File: src/rtl/fp_sqrt_ieee.sv
// ---------------------------------------------------------------------------
// fp_sqrt_ieee
//   Iterative IEEE-754 square root. A radix-2 restoring digit recurrence
//   produces one root bit per cycle. The result is rounded to nearest-even.
//   Special operands (zeros, infinities, NaNs, negatives) are resolved in
//   UNPACK but still run the full schedule, so latency never depends on
//   the operand: done rises MAN_W+3 cycles after the start edge.
//
//   Optional feature macro: FP_SQRT_SUBNORMAL_EN
//     defined   : subnormal inputs are normalised with a leading-zero count
//     undefined : subnormal inputs are flushed to a zero of the same sign
//
// Ports
//   clk        in   clock, rising edge
//   rst_n      in   asynchronous active-low reset
//   start      in   1-cycle pulse, op sampled on this edge (restarts if busy)
//   done       out  high when idle; res/flags valid
//   op         in   operand, DATA_W bits
//   res        out  result, DATA_W bits
//   overflow   out  always 0 (sqrt cannot overflow)
//   underflow  out  always 0 (sqrt cannot underflow)
//   exception  out  invalid operation (negative non-zero, -inf, sNaN)
//   inexact    out  rounded result differs from the exact root
// ---------------------------------------------------------------------------
module fp_sqrt_ieee #(
    parameter int DATA_W = 32,
    parameter int EXP_W  = 8
) (
    input  logic              clk,
    input  logic              rst_n,
    input  logic              start,
    output logic              done,
    input  logic [DATA_W-1:0] op,
    output logic [DATA_W-1:0] res,
    output logic              overflow,
    output logic              underflow,
    output logic              exception,
    output logic              inexact
);

    localparam int MAN_W  = DATA_W - EXP_W;    // significand incl. hidden bit
    localparam int FRAC_W = MAN_W - 1;
    localparam int Q_W    = MAN_W + 1;         // root bits plus guard
    localparam int RAD_W  = 2 * Q_W;
    localparam int REM_W  = MAN_W + 3;
    localparam int E_W    = EXP_W + 1;         // signed unbiased exponent
    localparam int CNT_W  = $clog2(Q_W);
    localparam int BIAS   = 2**(EXP_W-1) - 1;

    localparam logic signed [E_W-1:0] BIAS_S   = E_W'(BIAS);
    localparam logic [EXP_W-1:0]      BIAS_U   = EXP_W'(BIAS);
    localparam logic [CNT_W-1:0]      CNT_LAST = CNT_W'(MAN_W);
    localparam logic [CNT_W-1:0]      CNT_ONE  = {{(CNT_W-1){1'b0}}, 1'b1};
    localparam logic [DATA_W-1:0]     QNAN     = {1'b0, {EXP_W{1'b1}}, 1'b1, {(FRAC_W-1){1'b0}}};

    typedef enum logic [1:0] {
        ST_IDLE   = 2'd0,
        ST_UNPACK = 2'd1,
        ST_ITER   = 2'd2,
        ST_ROUND  = 2'd3
    } state_t;

    state_t               state_r, state_s;
    logic [DATA_W-1:0]    op_r;
    logic [RAD_W-1:0]     rad_r;
    logic [REM_W-1:0]     rem_r;
    logic [Q_W-1:0]       q_r;
    logic [CNT_W-1:0]     cnt_r;
    logic [EXP_W-1:0]     exp_r;
    logic                 special_r;
    logic [DATA_W-1:0]    spec_res_r;
    logic                 spec_exc_r;
    logic [DATA_W-1:0]    res_r;
    logic                 done_r;
    logic                 exception_r;
    logic                 inexact_r;

    // Operand fields
    logic                 sign_s;
    logic [EXP_W-1:0]     bexp_s;
    logic [FRAC_W-1:0]    frac_s;
    logic                 exp_max_s, exp_zero_s, frac_zero_s;
    logic [MAN_W-1:0]     sig_s, sig_n_s;
    logic signed [E_W-1:0] e_s;
    logic [RAD_W-1:0]     rad_s;
    logic [EXP_W-1:0]     rexp_s;
    logic                 spec_s, spec_exc_s;
    logic [DATA_W-1:0]    spec_res_s;

    // Recurrence and rounding
    logic [1:0]           pair_s;
    logic [REM_W+1:0]     tmp_s, trial_s;
    logic                 ge_s;
    logic [REM_W-1:0]     rem_nxt_s;
    logic [Q_W-1:0]       q_nxt_s;
    logic                 guard_s, sticky_s, up_s, carry_s;
    logic [FRAC_W-1:0]    frac_rnd_s;
    logic [DATA_W-1:0]    norm_res_s;

`ifdef FP_SQRT_SUBNORMAL_EN
    localparam int LZC_W = $clog2(MAN_W);
    localparam logic [LZC_W-1:0]      LZC_ONE = {{(LZC_W-1){1'b0}}, 1'b1};
    localparam logic signed [E_W-1:0] ONE_S   = {{(E_W-1){1'b0}}, 1'b1};

    logic [LZC_W-1:0] lzc_s;

    // Leading-zero count of a non-zero significand
    function automatic logic [LZC_W-1:0] lzc_f(input logic [MAN_W-1:0] v);
        logic found;
        lzc_f = {LZC_W{1'b0}};
        found = 1'b0;
        for (int i = MAN_W - 1; i >= 0; i--) begin
            if (!found) begin
                if (v[i]) begin
                    found = 1'b1;
                end else begin
                    lzc_f = lzc_f + LZC_ONE;
                end
            end
        end
    endfunction
`endif

    assign sign_s      = op_r[DATA_W-1];
    assign bexp_s      = op_r[DATA_W-2 -: EXP_W];
    assign frac_s      = op_r[FRAC_W-1:0];
    assign exp_max_s   = &bexp_s;
    assign exp_zero_s  = (bexp_s == {EXP_W{1'b0}});
    assign frac_zero_s = (frac_s == {FRAC_W{1'b0}});
    assign sig_s       = {~exp_zero_s, frac_s};

    // Normalise the significand and form the unbiased exponent
    always_comb begin
`ifdef FP_SQRT_SUBNORMAL_EN
        lzc_s = lzc_f(sig_s);
        if (exp_zero_s) begin
            sig_n_s = sig_s << lzc_s;
            e_s     = ONE_S - BIAS_S - $signed({{(E_W-LZC_W){1'b0}}, lzc_s});
        end else begin
            sig_n_s = sig_s;
            e_s     = $signed({1'b0, bexp_s}) - BIAS_S;
        end
`else
        sig_n_s = sig_s;
        e_s     = $signed({1'b0, bexp_s}) - BIAS_S;
`endif
    end

    // An odd exponent moves one factor of two into the radicand. The result
    // exponent uses e[EXP_W:1], which equals floor(e/2) in modular form.
    always_comb begin
        if (e_s[0]) begin
            rad_s = {sig_n_s, {(MAN_W+2){1'b0}}};
        end else begin
            rad_s = {1'b0, sig_n_s, {(MAN_W+1){1'b0}}};
        end
        rexp_s = BIAS_U + e_s[EXP_W:1];
    end

    // Special operand classification. NaN first, then zeros, then negatives.
    always_comb begin
        spec_s     = 1'b0;
        spec_exc_s = 1'b0;
        spec_res_s = {DATA_W{1'b0}};
        if (exp_max_s) begin
            spec_s = 1'b1;
            if (frac_zero_s) begin
                if (sign_s) begin
                    spec_res_s = QNAN;
                    spec_exc_s = 1'b1;
                end else begin
                    spec_res_s = op_r;
                end
            end else begin
                spec_res_s = QNAN;
                spec_exc_s = ~frac_s[FRAC_W-1];
            end
        end else if (exp_zero_s && frac_zero_s) begin
            spec_s     = 1'b1;
            spec_res_s = op_r;
`ifndef FP_SQRT_SUBNORMAL_EN
        end else if (exp_zero_s) begin
            // Flush-to-zero keeps the sign and raises nothing
            spec_s     = 1'b1;
            spec_res_s = {sign_s, {(DATA_W-1){1'b0}}};
`endif
        end else if (sign_s) begin
            spec_s     = 1'b1;
            spec_res_s = QNAN;
            spec_exc_s = 1'b1;
        end else begin
            spec_s     = 1'b0;
        end
    end

    // One restoring step: bring down two radicand bits, try root*4+1
    always_comb begin
        pair_s    = rad_r[RAD_W-1 -: 2];
        tmp_s     = {rem_r, pair_s};
        trial_s   = {2'b00, q_r, 2'b01};
        ge_s      = (tmp_s >= trial_s);
        if (ge_s) begin
            rem_nxt_s = REM_W'(tmp_s - trial_s);
        end else begin
            rem_nxt_s = tmp_s[REM_W-1:0];
        end
        q_nxt_s   = {q_r[Q_W-2:0], ge_s};
    end

    // Round to nearest-even; a fraction carry-out wraps frac to zero and
    // bumps the exponent, which is the significand carry-out case.
    always_comb begin
        guard_s  = q_r[0];
        sticky_s = |rem_r;
        up_s     = guard_s & (sticky_s | q_r[1]);
        {carry_s, frac_rnd_s} = {1'b0, q_r[FRAC_W:1]} + {{FRAC_W{1'b0}}, up_s};
        norm_res_s = {1'b0, exp_r + {{(EXP_W-1){1'b0}}, carry_s}, frac_rnd_s};
    end

    // FSM state register
    always_ff @(posedge clk or negedge rst_n) begin
        if (!rst_n) begin
            state_r <= ST_IDLE;
        end else begin
            state_r <= state_s;
        end
    end

    // FSM next state; start always (re)launches an operation
    always_comb begin
        state_s = state_r;
        if (start) begin
            state_s = ST_UNPACK;
        end else begin
            case (state_r)
                ST_IDLE:   state_s = ST_IDLE;
                ST_UNPACK: state_s = ST_ITER;
                ST_ITER:   state_s = (cnt_r == CNT_LAST) ? ST_ROUND : ST_ITER;
                ST_ROUND:  state_s = ST_IDLE;
                default:   state_s = ST_IDLE;
            endcase
        end
    end

    // Datapath and registered outputs
    always_ff @(posedge clk or negedge rst_n) begin
        if (!rst_n) begin
            op_r        <= {DATA_W{1'b0}};
            rad_r       <= {RAD_W{1'b0}};
            rem_r       <= {REM_W{1'b0}};
            q_r         <= {Q_W{1'b0}};
            cnt_r       <= {CNT_W{1'b0}};
            exp_r       <= {EXP_W{1'b0}};
            special_r   <= 1'b0;
            spec_res_r  <= {DATA_W{1'b0}};
            spec_exc_r  <= 1'b0;
            res_r       <= {DATA_W{1'b0}};
            done_r      <= 1'b1;
            exception_r <= 1'b0;
            inexact_r   <= 1'b0;
        end else if (start) begin
            op_r   <= op;
            done_r <= 1'b0;
        end else begin
            case (state_r)
                ST_UNPACK: begin
                    rad_r      <= rad_s;
                    rem_r      <= {REM_W{1'b0}};
                    q_r        <= {Q_W{1'b0}};
                    cnt_r      <= {CNT_W{1'b0}};
                    exp_r      <= rexp_s;
                    special_r  <= spec_s;
                    spec_res_r <= spec_res_s;
                    spec_exc_r <= spec_exc_s;
                end
                ST_ITER: begin
                    rad_r <= {rad_r[RAD_W-3:0], 2'b00};
                    rem_r <= rem_nxt_s;
                    q_r   <= q_nxt_s;
                    cnt_r <= cnt_r + CNT_ONE;
                end
                ST_ROUND: begin
                    done_r <= 1'b1;
                    if (special_r) begin
                        res_r       <= spec_res_r;
                        exception_r <= spec_exc_r;
                        inexact_r   <= 1'b0;
                    end else begin
                        res_r       <= norm_res_s;
                        exception_r <= 1'b0;
                        inexact_r   <= guard_s | sticky_s;
                    end
                end
                default: begin
                    done_r <= done_r;
                end
            endcase
        end
    end

    assign done      = done_r;
    assign res       = res_r;
    assign exception = exception_r;
    assign inexact   = inexact_r;
    assign overflow  = 1'b0;
    assign underflow = 1'b0;

endmodule

File: config.mk
export PLATFORM = sky130hd
export DESIGN_NAME = fp_sqrt_ieee
export DESIGN_NICKNAME = d
export VERILOG_FILES = /design/src/rtl/fp_sqrt_ieee.sv
export SDC_FILE = /design/constraint.sdc
export NUM_CORES = 1
export LEC_CHECK = 0
export ABC_AREA = 1
export BUFFER_PORTS_ARGS = -buffer_cell sky130_fd_sc_hd__buf_2
export CORE_ASPECT_RATIO = 1.2
export CORE_MARGIN = 8
export CORE_UTILIZATION = 58
export CTS_CLUSTER_DIAMETER = 40
export CTS_CLUSTER_SIZE = 28
export DETAILED_ROUTE_END_ITERATION = 10
export PLACE_DENSITY = 0.77
export SYNTH_ARGS = -nofsm -noshare
export SYNTH_HDL_FRONTEND = slang
export SYNTH_SLANG_ARGS = --single-unit
File: constraint.sdc
create_clock -name clk -period 3.13 [get_ports clk]
set_input_delay 0 -clock clk [delete_from_list [all_inputs] [get_ports clk]]
set_output_delay 0 -clock clk [all_outputs]
set_load 0.05 [all_outputs]
==> results_dict.tcl, run 1 <==
set metrics [dict create \
    drv_slew 0 \
    startpoint_type "register" \
    synth_top_area_share_pct 42.1 \
    switching_share_pct 52.4 \
    fillers 1641 \
    endpoint_kind "register" \
    gp_congestion 1.01 \
    min_period_ps 2740 \
    cts_max_path_buffers 2 \
    vias 10300 \
    core_um2 19400 \
    grt_pass1_vias 10000 \
    register_area_um2 4830 \
    drc 0 \
    clk_latency_ps 450 \
    p_per_area_nw_per_um2 1140 \
    postCtsResizedCells 0 \
    syn_area_per_cell_um2 7.38 \
    gr-total-overflow 0 \
    grt_max_degree 69 \
    slew_headroom_pct 44.8 \
    vias_per_cell 5.40 \
    power.leakage_nw 6.79 \
    fin_crit_sh_pct 87.5 \
    intPower_w 0.00708 \
    synth_cell_types 50 \
    drt_iter0_drc 708 \
    die_w_um 144 \
    synth_area_leader_cell "dfrtp_1" \
    required_ps 3460 \
    worst_pin_slew_ps 826 \
    switchingPower_w 0.00779 \
    tns_ps 0 \
    cts-htree-levels 4 \
    dp_hpwl_mm 21.9 \
    cpMaxStageDelayCell "dfrtp_1" \
    synthCells 1549 \
    nNetsFinal 1709 \
    hold_path.class "in -> async" \
    multiInputGateArea_um2 5410 \
    use_met1_pct 33.1 \
    die_y_um 170 \
    status "complete, no violations" \
    clk_pin_slew_ps 80 \
    numCtsBuffers 17 \
    yosys_register_bits 193 \
    grt_pass1_wl_mm 49.9 \
    syn-cell-area_um2 11400 \
    ys_seq_area_share_pct 42.3 \
    path_max_fanout 5 \
    track_usage_pct 25.5 \
    sequentialPowerShare_pct 21.9 \
    grt.busiest_layer "met2" \
    start_util_pct 58.9 \
    p_comb_share_pct 62.4 \
    gr-usage-met3_pct 3.55 \
    slowest_delay_ps 350 \
    max_freq_mhz 365 \
    antenna_cells 0 \
    async_flop_share_pct 100 \
    final_antenna_net_count 0 \
    critPathKind "reg -> reg" \
    drive_gt1_share_pct 11.0 \
    arrival_ps 3070 \
    portBuffers 69 \
    synth_ff_type "dfrtp_1" \
    synth_area_leaders "dfrtp_1 42%, nand2_1 15%, inv_1 7.8%, o21ai_0 4.2%, ha_1 4.2%" \
    first_pass_iters 5 \
    die-area_um2 24500 \
    clock_skew_ps 15.7 \
    worstPathCellList "inv_1 -> nor3_4 -> inv_1 -> nor2_4 -> nand4_1 -> nor4_1 -> buf_4 -> ha_1 -> ha_1 -> nand2_1 -> nor3_1 -> nand2_1 -> xnor2_1 -> o21ai_0 -> nand2_1" \
    num_rows 56 \
    drv_cap 0 \
    dp.cells 1841 \
    use_met2_pct 42.3 \
    syn_to_final_growth_pct 13.7 \
    finalWirelength_mm 29.9 \
    tritoncts "built" \
    setup_violations 0 \
    synth_warnings 0 \
    synth_enable_flop_cells 0 \
    clockRootBuffer "clkbuf_16" \
    rsz0062_at_grt "no" \
    clock_power_share_pct 15.6 \
    cp_common_cell "nand2_1" \
    numClockSinks 193 \
    final_cells 1910 \
    post_drt_wl_per_cell_um 15.6 \
    ir_worst_vdd_v 0.000729 \
    final_hold_viol_count 0 \
    antenna_found_initial 0 \
    pin_count 72 \
]
power groups by stage:
stage	combinational (W)	sequential (W)	clock (W)
after detailed placement	0.00977	0.00330	0
final	0.00928	0.00326	0.00233
after floorplan	0.00721	0.00370	0
after global routing	0.0114	0.00333	0.00246
after global placement	0.00903	0.00328	0
after CTS	0.00986	0.00326	0.00235
synthesized netlist by cell type, types with 2 or more instances:
cell	instances
a21oi_1	54
a221oi_1	22
a31oi_1	3
and2_1	2
buf_1	3
buf_2	12
buf_4	2
buf_6	6
clkbuf_1	30
clkinv_1	2
dfrtp_1	192
ha_1	38
inv_1	237
inv_2	8
nand2_1	458
nand2_2	9
nand3_1	88
nand3_2	22
nand3b_1	2
nand4_1	29
nor2_1	118
nor2_2	7
nor2_4	8
nor3_1	14
nor3b_1	2
nor4_1	4
o211ai_1	5
o21ai_0	96
o21ai_1	5
o221ai_1	2
o22ai_1	24
or2_2	4
xnor2_1	14
xor2_1	11
critical path: cells and delay by family, from the launching register on:
family | cells | cell delay, ps
buffers and inverters | 3 | 420
and+or+nand+nor | 8 | 1240
xor gates and xnor gates | 1 | 130
AOI/OAI and AO/OA | 1 | 150
adders and majority gates | 2 | 330
DFF | 1 | 350
worst paths after layout:
check                      slack (ps)    from  endpoint  depth (start not counted)
setup / recovery                  390  q_r[2]   res[29]                         15
hold / removal                     90   rst_n   res[20]                          2
setup reg to reg                  390  q_r[2]   res[29]                         15
hold reg to reg                   470    done      done                          2
max in group asynchronous        2190   rst_n      done                          3
min in group clk                  290  op[10]  op_r[10]                          4
logic make-up (layout without fill, tap and decap cells):
group                      Yosys count  after routing  synth area share [%]
AOI/OAI and AO/OA                  217            217                  11.0
adders and majority gates           38             38                  4.16
buffers and inverters              300            399                  10.4
xor gates and xnor gates            25             25                  1.92
and+or+nand+nor                    775            775                  30.1
DFF                                193            193                  42.3
other                                1              2                0.0328
what timing repair did:
item,in CTS,in global routing
setup buffers,0,0
hold buffers,37,0
hold endpoints to repair,97,0
metal layers:
layer  vias to the layer above  wire [um]
li1                       5113          -
met1                      4851      13200
met2                       300      14500
met3                        59       1410
met4                         0        835
met5                         -          0
cells in the final DEF, fill, tap and decap left out, types with 2 or more instances in the layout:
master         Yosys  routed
a221oi_1          22      22
inv_8              0       3
nor3_1            14      14
o221ai_1           2       2
nor2_4             8       9
dfrtp_1          192     192
xnor2_1           14      14
nor2_2             7       6
conb_1             1       2
buf_2             12      68
o211ai_1           5       5
or2_2              4       4
nand4_1           29      29
nor4_1             4       4
clkbuf_16          0      17
buf_12             0       2
inv_12             0       3
dlygate4sd3_1      0      37
a31oi_1            3       3
o22ai_1           24      24
inv_2              8       8
clkinv_8           0       5
nand2_2            9       9
nand3_1           88      88
nand3_2           22      22
xor2_1            11      11
nor2_1           118     118
and2_1             2       2
buf_4              2      12
inv_1            237     237
nand3b_1           2       2
nand2_1          458     458
ha_1              38      38
nor3b_1            2       2
clkinv_1           2       2
o21ai_0           96      96
o21ai_1            5       5
a21oi_1           54      54
inv_6              0       2
metrics by stage:
step	power [W]	hold slack [ps]	cell area (um2)	utilization (%)	worst slack, ps
2_1_floorplan	0.0109	-296	11400	-	818
3_3_place_gp	0.0123	21.1	12000	61.7	524
3_5_place_dp	0.0131	24.7	12000	61.7	408
4_1_cts	0.0155	116	13000	66.9	394
5_1_grt	0.0172	146	13000	66.9	67.8
6_report	0.0149	88.6	13000	66.9	390
layout make-up:
cell class / count / share of cell area, %
Inverter: 247 / 7.14
Clock inverter: 15 / 1.69
Timing Repair Buffer: 120 / 6.58
Sequential cell: 193 / 37.2
Clock buffer: 17 / 3.27
Tap cell: 261 / 2.51
Multi-Input combinational cell: 1057 / 41.6
registers in the layout, summed over array words and instances (netlist names):
register	count
cnt_r	5
done	1
exception	1
exp_r	8
inexact	1
op_r	32
q_r	25
rad_r	25
rem_r	27
res	32
spec_exc_r	1
spec_res_r	32
special_r	1
state_r	2
Note: power is estimated with default switching activity, not from simulation.
==> run 2, diff against run 1 <==
ABC_AREA = default   (was 1)
==> run 2 against run 1 <==
  * Power down 5.8%
  * Die area is 7.8% lower
  * Design area shrank 5.3%
  * Setup slack lost 280 ps
  * Routed wire length down 12%
  * Synthesized cell count is 27% lower
  * Largest cell class unchanged
==> results_dict.tcl, run 2 <==
set metrics [dict create \
    status "complete, no violations" \
    clk_latency_ps 440 \
    vias 9035 \
    setup_violations 0 \
    utilization_pct 70.0 \
    synthCells 1134 \
    drv_slew 0 \
    gp_congestion 0.964 \
    r2r-start "rem_r[5]" \
    rr_worst_depth 9 \
    first_pass_iters 6 \
    endpoint_kind "register" \
    cts-htree-levels 4 \
    path_max_fanout 4 \
    portBuffers 69 \
    clock_skew_ps 9.05 \
    async_flop_share_pct 100 \
    worstPathCellList "ha_1 -> and3_1 -> nor2b_1 -> a221o_1 -> a2111oi_4 -> nor3_4 -> o311a_1 -> or3_1 -> a32o_1" \
    required_ps 3450 \
    syn_area_per_cell_um2 9.20 \
    drv_cap 0 \
    p_per_area_nw_per_um2 1140 \
    clockRootBuffer "clkbuf_16" \
    critPathKind "reg -> reg" \
    nNetsFinal 1318 \
    pin_count 72 \
    syn_to_final_growth_pct 18.0 \
    die_w_um 138 \
    cts_max_path_buffers 2 \
    slowest_delay_ps 410 \
    hold_path.class "in -> async" \
    final_hold_viol_count 0 \
    r2r-end "rem_r[5]" \
    synth_area_leaders "dfrtp_1 46%, o21ai_0 5.2%, nand2_1 4.6%, ha_1 4.6%, mux2_2 3.5%" \
    final_antenna_net_count 0 \
    setup_slack_ps 106 \
    ys_top_cells_by_count "192 x dfrtp_1, 129 x nand2_1, 109 x o21ai_0, 79 x nor2_1, 69 x a21oi_1" \
    grt_pass1_wl_mm 43.7 \
    die_y_um 163 \
    synth_ff_type "dfrtp_1" \
    critical_path_buf_inv_count 0 \
    drt_iter0_drc 657 \
    synth_cell_types 60 \
    synthSimpleGateAreaFrac_pct 18.5 \
    cp_top_family "compound AO/OA/AOI/OAI gates" \
    worst_pin_slew_ps 1040 \
    post-synth-top-count-cell "dfrtp_1" \
    synth_mux_area_share_pct 3.94 \
    yosys_register_bits 193 \
    grt_pass1_vias 8842 \
    numClockSinks 193 \
    num_rows 53 \
    vias_per_cell 6.11 \
    power.leakage_nw 5.50 \
    synth-adder-area-share_pct 4.56 \
    layout_commonest_cell "dfrtp_1" \
    r2r_setup_slack_ps 110 \
    finalPower_w 0.0140 \
    rsz0062_at_grt "no" \
    synth_top_area_share_pct 46.1 \
    start_util_pct 59.3 \
    antenna_found_initial 0 \
    die-area_um2 22500 \
    drc 0 \
    synth_top_family_by_area "simple AND/OR/NAND/NOR gates" \
    synth_warnings 0 \
    synth_area_leader_cell "dfrtp_1" \
    syn-cell-area_um2 10400 \
    fin_crit_sh_pct 96.6 \
    tns_ps 0 \
    arrival_ps 3350 \
    tritoncts "built" \
    dp_slack_ps 51.4 \
    synth_enable_flop_cells 0 \
    track_usage_pct 23.3 \
    clk_pin_slew_ps 70 \
    antenna_cells 0 \
    drive_gt1_share_pct 16.7 \
    gr-total-overflow 0 \
    numCtsBuffers 17 \
    ys_seq_area_share_pct 46.3 \
    synth_compound_area_share_pct 17.6 \
    finalWirelength_mm 26.3 \
    slew_headroom_pct 30.5 \
    grt_max_degree 86 \
    cpMaxStageDelayCell "a2111oi_4" \
    post_drt_wl_per_cell_um 17.8 \
    dp_hpwl_mm 18.0 \
    critPathLaunch "rem_r[5]" \
    ir_worst_vdd_v 0.000923 \
    min_period_ps 3020 \
    max_freq_mhz 331 \
    mostFrequentLayoutCells "191 x dfrtp_1, 129 x nand2_1, 108 x o21ai_0" \
    core_um2 17600 \
    startpoint_type "register" \
    synthXorXnorAreaFrac_pct 4.87 \
]
## run 2: kinds of logic (layout without fill, tap and decap cells)
family,after synthesis,in the layout
AND/OR/NAND/NOR,404,404
multiplexers,37,37
buffers and inverters,114,237
flip-flops,193,193
XOR/XNOR,58,58
AO/OA/AOI/OAI,289,289
adder cells (fa/ha/maj),38,38
other,1,2
## run 2: per-layer routing
| metal | routed length (um) | global-route usage (%) | vias up |
|---|---|---|---|
| li1 | - | - | 4268 |
| met1 | 11100 | 29.7 | 4338 |
| met2 | 12900 | 39.3 | 357 |
| met3 | 1700 | 4.26 | 72 |
| met4 | 650 | 7.97 | 0 |
| met5 | 0 | 0 | - |
## run 2: how the worst max path moves through the flow
stage | end | depth (start not counted)
after floorplan | rem_r[5] | 10
after global placement | rem_r[5] | 10
after detailed placement | rem_r[23] | 11
after CTS | rem_r[23] | 11
after global routing | rem_r[5] | 10
final | rem_r[5] | 9
## run 2: stage by stage
| step | instances | hold slack [ps] | instance area (um2) |
|---|---|---|---|
| floorplan | 1135 | -296 | 10400 |
| global placement | 1408 | 103 | 11200 |
| detailed placement | 1408 | 110 | 11200 |
| CTS | 1474 | 201 | 12200 |
| global route | 1478 | 246 | 12300 |
| finish | 1478 | 177 | 12300 |
## run 2: timing repair
| item | 4_1_cts | 5_1_grt |
|---|---|---|
| endpoints found under the hold margin | 114 | 0 |
| gates resized for setup | 0 | 8 |
| setup buffers | 0 | 4 |
| setup endpoints to repair | 0 | 26 |
| hold buffers | 34 | 0 |
## run 2: cell type report
cell class	instances	area (um2)
inverter	44	165
sequential	193	4830
clock inverter	15	243
fill	1293	5270
timing repair buffer	161	1170
multi-input combinational	828	5190
tap	220	275
clock buffer	17	425
## run 2: where the power goes
part | internal (W) | switching, W | leakage, nW | total (W)
Combinational | 0.00352 | 0.00475 | 2.69 | 0.00827
Clock | 0.00138 | 0.00105 | 0.323 | 0.00243
Sequential | 0.00289 | 0.000410 | 2.49 | 0.00330
Total | 0.00780 | 0.00620 | 5.50 | 0.0140
==> run 3, diff against run 2 <==
CORE_UTILIZATION = 60   (was 58)
GPL_TIMING_DRIVEN = 0   (was default)
PLACE_DENSITY = 0.79   (was 0.77)
==> run 3 against run 2 <==
  * Design area up 1.2%
  * Sequential share of layout area down 0.44 points
  * Non-clock buffer count rose by 37
  * Register-to-register slack worse by 60 ps
  * Flip-flop and latch count stayed put
  * Power rose by 4.7%
==> results_dict.tcl, run 3 (same netlist as run 2, synthesis figures left out) <==
set metrics [dict create \
    status "complete, no violations" \
    cts-htree-levels 4 \
    endpoint_kind "register" \
    layout_commonest_cell "dfrtp_1" \
    clockRootBuffer "clkbuf_16" \
    critPathKind "reg -> reg" \
    arrival_ps 3410 \
    die_y_um 160 \
    drv_slew 0 \
    fillers 1246 \
    grt.busiest_layer "met2" \
    use_met2_pct 42.9 \
    start_util_pct 60.3 \
    max_freq_mhz 324 \
    fin_area_um2 12500 \
    die-area_um2 21900 \
    setup_violations 0 \
    startpoint_type "register" \
    pin_count 72 \
    cpMaxStageDelayCell "a2111oi_4" \
    numCtsBuffers 17 \
    numClockSinks 193 \
    drt_iter0_drc 961 \
    grt_max_degree 109 \
    clk_pin_slew_ps 80 \
    grt_pass1_wl_mm 45.4 \
    multiInputGateArea_um2 5380 \
    slew_headroom_pct 45.7 \
    worstPathCellList "inv_2 -> ha_4 -> o21ai_2 -> a22oi_2 -> a221o_1 -> a2111oi_4 -> nor3_4 -> o311ai_4 -> buf_6 -> nand3_1 -> a32o_1" \
    worst_pin_slew_ps 811 \
    power.leakage_nw 5.48 \
    portBuffers 69 \
    finalPower_w 0.0147 \
    mostFrequentLayoutCells "187 x dfrtp_1, 128 x nand2_1, 108 x o21ai_0" \
    r2r-end "rem_r[1]" \
    critical_path_buf_inv_count 2 \
    tritoncts "built" \
    syn_to_final_growth_pct 19.4 \
    dp_hpwl_mm 19.6 \
    sequentialPowerShare_pct 22.4 \
    post_drt_wl_per_cell_um 18.6 \
    required_ps 3460 \
    antenna_cells 0 \
    drc 0 \
    placed_cell_area_um2 11100 \
    r2r-start "q_r[1]" \
    cp_top_family "compound AO/OA/AOI/OAI gates" \
    register_area_um2 4840 \
    final_antenna_net_count 0 \
    p_comb_share_pct 62.8 \
    hold_path.class "in -> async" \
    p_per_area_nw_per_um2 1180 \
    vias 9305 \
    die_w_um 136 \
    antenna_found_initial 0 \
    min_period_ps 3090 \
    nNetsFinal 1355 \
    gr-usage-met3_pct 4.56 \
    intPower_w 0.00785 \
    drive_gt1_share_pct 16.8 \
    clock_power_share_pct 14.8 \
    use_met1_pct 33.0 \
    clk_latency_ps 440 \
    cts_max_path_buffers 2 \
    tns_ps 0 \
    num_rows 53 \
    drv_cap 0 \
    rr_worst_depth 11 \
    vias_per_cell 6.14 \
    switching_share_pct 46.4 \
    fin_crit_sh_pct 98.6 \
    ir_worst_vdd_v 0.00104 \
    r2r_setup_slack_ps 40 \
    gr-total-overflow 0 \
    slowest_delay_ps 470 \
    grt_pass1_vias 8953 \
    path_max_fanout 5 \
    finalWirelength_mm 28.1 \
    track_usage_pct 25.6 \
    final_hold_viol_count 0 \
    core_um2 17300 \
    utilization_pct 72.0 \
    gp_congestion 0.939 \
    switchingPower_w 0.00681 \
    first_pass_iters 6 \
    clock_skew_ps 15.1 \
]
## run 3: worst max-delay path by stage
stage             from  endpoint  slack [ps]  cells after the start
6_report        q_r[1]  rem_r[1]          40                     11
5_1_grt         q_r[1]  rem_r[1]         -70                     11
4_1_cts         q_r[2]  rem_r[0]          10                     11
3_5_place_dp   q_r[20]    q_r[0]        -460                     12
3_3_place_gp     rst_n  exp_r[4]       -1110                      1
2_1_floorplan   q_r[4]  rem_r[5]         130                     10
## run 3: per-stage QoR
stage | hold WS [ps] | std cells | setup slack (ps)
after floorplan | -296 | 1135 | 129
after global placement | 222 | 1424 | -1110
after detailed placement | 41.8 | 1426 | -462
after CTS | 144 | 1502 | 13.1
after global routing | 192 | 1515 | -68.8
final | 118 | 1515 | 43.4
## run 3: final cells by class
cell class	instances	share of cell area, %
buffer	68	2.37
clock buffer	18	3.53
clock inverter	14	1.16
inverter	44	1.33
multi-input combinational	828	43.2
sequential	193	38.8
tap	220	2.21
timing repair buffer	130	7.38
## run 3: what timing repair did
item                                    4_1_cts  5_1_grt
endpoints found under the setup margin       28       29
endpoints found under the hold margin       117        0
buffers inserted                             11       14
gates resized for setup                      26       32
hold buffers                                 33        0
gates cloned                                  0        1
pin swaps                                     5       10
## run 3: per-layer routing
metal  share of wire, %  vias up
met5                  0        -
met4                2.6        0
met3                6.7       72
met2                 49      393
met1                 41     4485
li1                   -     4355
## run 3: power groups by stage
| stage | clock network, W | registers, W | logic (W) |
|---|---|---|---|
| after floorplan | 0 | 0.00347 | 0.00515 |
| after global placement | 0 | 0.00328 | 0.00716 |
| after detailed placement | 0 | 0.00329 | 0.00732 |
| after CTS | 0.00219 | 0.00325 | 0.00804 |
| after global routing | 0.00229 | 0.00332 | 0.00972 |
| final | 0.00217 | 0.00328 | 0.00921 |
## run 3: worst reg2reg max path, cell delays in order, from the launching register on
cell,delay (ps)
dfrtp_1,410
inv_2,120
ha_4,220
o21ai_2,150
a22oi_2,140
a221o_1,400
a2111oi_4,470
nor3_4,110
o311ai_4,410
buf_6,190
nand3_1,90
a32o_1,260
